**config.mk**
```make
export PLATFORM = sky130hd
export DESIGN_NAME = instr_fetch_unit
export DESIGN_NICKNAME = d
export VERILOG_FILES = /design/src/rtl/instr_fetch_unit_pkg.sv /design/src/rtl/instr_fetch_unit_pc_next_calc.sv /design/src/rtl/instr_fetch_unit.sv
export SDC_FILE = /design/constraint.sdc
export NUM_CORES = 1
export LEC_CHECK = 0
export CAP_MARGIN = 5
export CELL_PAD_IN_SITES_DETAIL_PLACEMENT = 1
export CELL_PAD_IN_SITES_GLOBAL_PLACEMENT = 1
export CORE_ASPECT_RATIO = 0.6
export CORE_MARGIN = 2
export CORE_UTILIZATION = 31
export DETAILED_ROUTE_END_ITERATION = 8
export GPL_TIMING_DRIVEN = 0
export PLACE_DENSITY = 0.77
export RECOVER_POWER = 25
export SLEW_MARGIN = 20
export SYNTH_ARGS = -nofsm -noshare
export SYNTH_HDL_FRONTEND = slang
export SYNTH_HIERARCHICAL = 1
export SYNTH_SLANG_ARGS = --single-unit
```
**constraint.sdc**
```tcl
create_clock -name clk -period 2.3 [get_ports clk]
set_input_delay 0.46 -clock clk [delete_from_list [all_inputs] [get_ports clk]]
set_output_delay 0.46 -clock clk [all_outputs]
set_load 0.005 [all_outputs]
```
**src/rtl/instr_fetch_unit_pkg.sv**
```systemverilog
// Shared types and constants for the instruction fetch unit.
// Holds the state encoding, the NOP word and the instruction field positions.
package instr_fetch_unit_pkg;

    localparam int XLEN = 32;
    localparam logic [XLEN-1:0] NOP_INSTR = 32'h0000_0013;

    localparam int OP_LSB = 0;
    localparam int F3_LSB = 12;
    localparam int F7_LSB = 25;

    typedef enum logic [1:0] {
        S_FETCH = 2'd0,
        S_WAIT  = 2'd1,
        S_ISSUE = 2'd2,
        S_HALT  = 2'd3
    } state_t;

endpackage

```
**src/rtl/instr_fetch_unit_pc_next_calc.sv**
```systemverilog
// Next-PC arithmetic for the fetch stage.
// Selects the branch or sequential target and flags a non-word-aligned result.
module pc_next_calc
    import instr_fetch_unit_pkg::*;
(
    input  logic [XLEN-1:0] pc_i,
    input  logic [XLEN-1:0] immExt_i,
    input  logic            pcSrc_i,
    output logic [XLEN-1:0] next_o,
    output logic [XLEN-1:0] pcPlus4_o,
    output logic            misalign_o
);

    logic [XLEN-1:0] offset;

    assign offset     = pcSrc_i ? immExt_i : 32'd4;
    assign next_o     = pc_i + offset;
    assign pcPlus4_o  = pc_i + 32'd4;
    assign misalign_o = |next_o[1:0];

endmodule

```
**src/rtl/instr_fetch_unit.sv**
```systemverilog
// Fetch stage: one memory request per instruction, holds the word until accepted.
// Stops for good on a misaligned target or a memory timeout until reset.
module instr_fetch_unit
    import instr_fetch_unit_pkg::*;
#(
    parameter logic [31:0] RESET_PC = 32'h0000_0000,
    parameter int unsigned TIMEOUT  = 16
) (
    input  logic        clk,
    input  logic        rst,
    input  logic        pcSrc,
    input  logic [31:0] immExt,
    input  logic        instrReady,
    input  logic [31:0] imemRdata,
    input  logic        imemValid,
    output logic        imemReq,
    output logic [31:0] imemAddr,
    output logic [31:0] instr,
    output logic [6:0]  op,
    output logic [2:0]  f3,
    output logic [6:0]  f7,
    output logic [31:0] pc,
    output logic [31:0] pcPlus4,
    output logic        instrValid,
    output logic        misaligned,
    output logic        busErr
);

    localparam logic [7:0] TIMEOUT_C = 8'(TIMEOUT);

    state_t      state_q, state_d;
    logic [31:0] pc_q, pc_d;
    logic [31:0] instr_q, instr_d;
    logic [7:0]  cnt_q, cnt_d;
    logic        req_q, req_d;
    logic        mis_q, mis_d;
    logic        bus_q, bus_d;

    logic [31:0] next_pc;
    logic        next_mis;
    logic [7:0]  cnt_inc;

    pc_next_calc u_pc_next (
        .pc_i       (pc_q),
        .immExt_i   (immExt),
        .pcSrc_i    (pcSrc),
        .next_o     (next_pc),
        .pcPlus4_o  (pcPlus4),
        .misalign_o (next_mis)
    );

    assign cnt_inc = cnt_q + 8'd1;

    // Out of reset FETCH spends one cycle arming the request register.
    always_comb begin
        state_d = state_q;
        pc_d    = pc_q;
        instr_d = instr_q;
        cnt_d   = cnt_q;
        req_d   = 1'b0;
        mis_d   = mis_q;
        bus_d   = bus_q;
        unique case (state_q)
            S_FETCH: begin
                cnt_d = 8'd0;
                if (req_q) begin
                    state_d = S_WAIT;
                end else begin
                    req_d = 1'b1;
                end
            end
            S_WAIT: begin
                if (imemValid) begin
                    instr_d = imemRdata;
                    state_d = S_ISSUE;
                end else begin
                    cnt_d = cnt_inc;
                    if (cnt_inc == TIMEOUT_C) begin
                        bus_d   = 1'b1;
                        state_d = S_HALT;
                    end
                end
            end
            S_ISSUE: begin
                if (instrReady) begin
                    if (next_mis) begin
                        mis_d   = 1'b1;
                        state_d = S_HALT;
                    end else begin
                        pc_d    = next_pc;
                        req_d   = 1'b1;
                        state_d = S_FETCH;
                    end
                end
            end
            S_HALT: begin
            end
            default: begin
            end
        endcase
    end

    always_ff @(posedge clk or posedge rst) begin
        if (rst) begin
            state_q <= S_FETCH;
            pc_q    <= RESET_PC;
            instr_q <= NOP_INSTR;
            cnt_q   <= 8'd0;
            req_q   <= 1'b0;
            mis_q   <= 1'b0;
            bus_q   <= 1'b0;
        end else begin
            state_q <= state_d;
            pc_q    <= pc_d;
            instr_q <= instr_d;
            cnt_q   <= cnt_d;
            req_q   <= req_d;
            mis_q   <= mis_d;
            bus_q   <= bus_d;
        end
    end

    assign imemReq    = req_q;
    assign imemAddr   = pc_q;
    assign instr      = instr_q;
    assign op         = instr_q[OP_LSB +: 7];
    assign f3         = instr_q[F3_LSB +: 3];
    assign f7         = instr_q[F7_LSB +: 7];
    assign pc         = pc_q;
    assign instrValid = (state_q == S_ISSUE);
    assign misaligned = mis_q;
    assign busErr     = bus_q;

endmodule

```
==> impl_metrics.py <==
metrics = {
    "pwr": {
        "ir_drop_uv": 672.1,
        "leakage_nw": 4.719,
        "power_density_mw_per_mm2": 1209,
    },
    "place": {
        "gp_congestion": 0.8110,
        "dp_hpwl_mm": 17.15,
        "portBuffers": 217,
        "place_worst_setup_slack_ps": -1476,
    },
    "run_status": {
        "violations": "setup timing",
        "status": "complete, but fails checks",
    },
    "floorplanning": {
        "core-area_mm2": 0.01987,
        "die_w_um": 187.2,
        "rows": 40,
        "fp.dieH_um": 113.9,
        "dieArea_mm2": 0.02132,
        "start_util_pct": 31.41,
        "boundaryPins": 218,
    },
    "clock_tree": {
        "clk_pin_slew_ps": 70,
        "clk_latency_ps": 350,
        "cts_inserted_buffers": 9,
        "clock_path_buffers": 2,
        "cts_num_sinks": 77,
        "ctsHoldBuffers": 0,
        "htreeDepth": 3,
        "cts_tree": "built",
        "root_buffer": "clkbuf_16",
    },
    "critical_path": {
        "arrival_ps": 2970,
        "timing.reg2reg.setup_slack_ps": -410,
        "start_kind": "input pin",
        "crit_path_max_fanout": 5,
        "crit_type": "input pin to flop",
        "required_ps": 2540,
        "end_kind": "flop",
    },
    "grt": {
        "grt_max_degree": 23,
        "met2_usage_pct": 37.17,
        "grt_pass1_vias": 6631,
        "grt_pass1_wl_mm": 38.63,
        "gr-total-overflow": 0,
        "grt_use_met1_pct": 32.29,
        "grt-busiest-layer": "met2",
        "grt_usage_pct": 23.20,
        "antenna_found_initial": 0,
        "met3_usage_pct": 5.538,
    },
    "cells_and_area": {
        "antenna_cells": 0,
        "area_delta_synth_final_pct": 74.56,
        "postLayoutCoreUtil_pct": 54.83,
        "drive_above_1_share_pct": 45.34,
        "final_cell_mix": "174 x clkdlybuf4s50_1, 132 x buf_4, 59 x dfrtp_1",
        "nFillCells": 2189,
        "nNetsFinal": 1091,
        "final_common_cell": "clkdlybuf4s50_1",
    },
    "timing": {
        "worst_slew_pin_slew_ps": 875.7,
        "relSlewSlack_pct": 41.30,
        "rsz0062_at_grt": "true",
        "setup_slack_ps": -429.7,
        "clock_skew_ps": 7.326,
        "finalHoldViolations": 0,
        "slew_violations": 0,
        "finalSetupViolations": 46,
        "fin_tns_setup_ps": -10670,
        "finalCritPeriodShare_pct": 118.7,
        "clock.fmax_mhz": 366.3,
        "fin_crit_ps": 2730,
    },
    "yosys": {
        "synth_ff_type": "dfrtp_1",
        "syn_area_mm2": 0.006241,
        "synth_cell_types": 73,
        "avgSynthCellArea_um2": 9.427,
        "synth-xor-area-share_pct": 7.578,
        "syn_nets": 770,
        "synthAdderAreaFrac_pct": 7.939,
        "synth_top_family_by_area": "simple AND/OR/NAND/NOR gates",
        "netlist_instances": 662,
        "synthSimpleGateAreaFrac_pct": 17.16,
        "ys_ff_latch": 77,
        "synth-edff-count": 0,
        "yosysWarnings": 6,
        "synthMuxAreaShare_pct": 12.21,
        "synth-compound-area-share_pct": 14.78,
        "synthArstFlopShare_pct": 100.0,
        "yosysSeqAreaShare_pct": 30.93,
    },
    "detailed_routing": {
        "routed_wl_mm": 25.74,
        "via_per_inst": 5.144,
        "detail-route-antenna-nets": 0,
        "drt_iter0_markers": 312,
        "vias": 6487,
        "dr.pass1.iters": 5,
        "wl_per_cell_um": 20.41,
        "drcViolationCount": 0,
    },
    "run": {
        "drv_cap": 0,
    },
    "worst_hold_path": {
        "min_path_type": "flop to flop",
    },
}
## worst max-delay path, cell delays in order
cell and delay [ps]:
clkdlybuf4s50_1 450, and2_4 140, ha_4 210, nand2_1 80, o211ai_1 170, and3_1 200, a311o_2 430, a2111o_1 380
and3_1 190, mux2_4 260
## state kept, by name, indices dropped and copies added, names as in the netlist
signal	count
imemReq	1
imemAddr	32
cnt_q	8
misaligned	1
busErr	1
state_q	2
instr	32
## worst paths after layout
check | endpoint | from | cells after the start
setup reg to reg | imemAddr[27]$_DFFE_PP0P_ | imemAddr[12]$_DFFE_PP0P_ | 9
hold / removal | misaligned$_DFFE_PP0P_ | misaligned$_DFFE_PP0P_ | 1
hold reg to reg | misaligned$_DFFE_PP0P_ | misaligned$_DFFE_PP0P_ | 1
max in group asynchronous | instr[1]$_DFFE_PP1P_ | rst | 4
min in group asynchronous | instr[30]$_DFFE_PP0P_ | rst | 2
setup / recovery | imemAddr[27]$_DFFE_PP0P_ | immExt[9] | 10
## cells by family (layout without fill, tap and decap cells)
kind of cell | count (synthesis) | after routing
adder cells (fa/ha/maj) | 39 | 39
XOR/XNOR | 54 | 54
flip-flops | 77 | 77
AND/OR/NAND/NOR | 195 | 195
multiplexers | 68 | 68
buffers and inverters | 94 | 420
AO/OA/AOI/OAI | 135 | 135
## report_power, final
part           switching (W)  total [W]  internal [W]
combinational        0.00364    0.00892       0.00528
clock               0.000612    0.00151      0.000902
sequential          0.000744    0.00273       0.00199
total                0.00500     0.0132       0.00817
## metrics by stage
step	cell area, um2	hold WS, ps	cells	power [W]
after floorplan	6560	466.3	662	0.006492
after global routing	10890	514.0	1261	0.01394
after detailed placement	9149	457.3	1155	0.01011
final	10890	468.1	1261	0.01317
after global placement	9074	454.3	1152	0.009864
after CTS	10620	471.2	1244	0.01283
## area by class of cell
class | instances | area, um2 | area share, %
clock buffers | 13 | 260.3 | 2.389
multi-input cells | 491 | 4743 | 43.54
clock inverters | 3 | 45.04 | 0.4135
well taps | 273 | 341.6 | 3.135
plain buffers | 71 | 595.6 | 5.467
inverters | 17 | 65.06 | 0.5972
flip-flops and latches | 77 | 1949 | 17.89
repair buffers | 316 | 2894 | 26.56
## per-layer routing
layer  share of wire (%)  vias to the layer above
met5                   0                        -
met4                0.82                        0
met3                 5.6                       18
met2                  46                      220
met1                  48                     3264
li1                    -                     2985
## repair_timing
action                                  CTS  global route
gates cloned                              1             0
setup buffers                            78            19
pin swaps                                90            40
gates resized for setup                 267            63
endpoints found under the setup margin   63            55
## synthesized netlist by cell type (8+ instances only)
cell type	count	area (um2)
buf_4	56	420.4
xnor2_1	42	367.9
clkbuf_1	12	45.04
xor2_1	12	105.1
nand2_1	41	153.9
nand4_1	12	75.07
ha_1	38	475.5
nor2b_1	8	50.05
mux2_2	62	698.2
dfrtp_1	74	1852
nor2_1	21	78.83
a21o_1	15	112.6
o21ai_0	23	115.1
a21oi_1	31	155.2
inv_1	17	63.81
nand3_1	27	135.1
and3_1	13	81.33
and2_1	38	237.7
(Power assumes the default switching activity.)
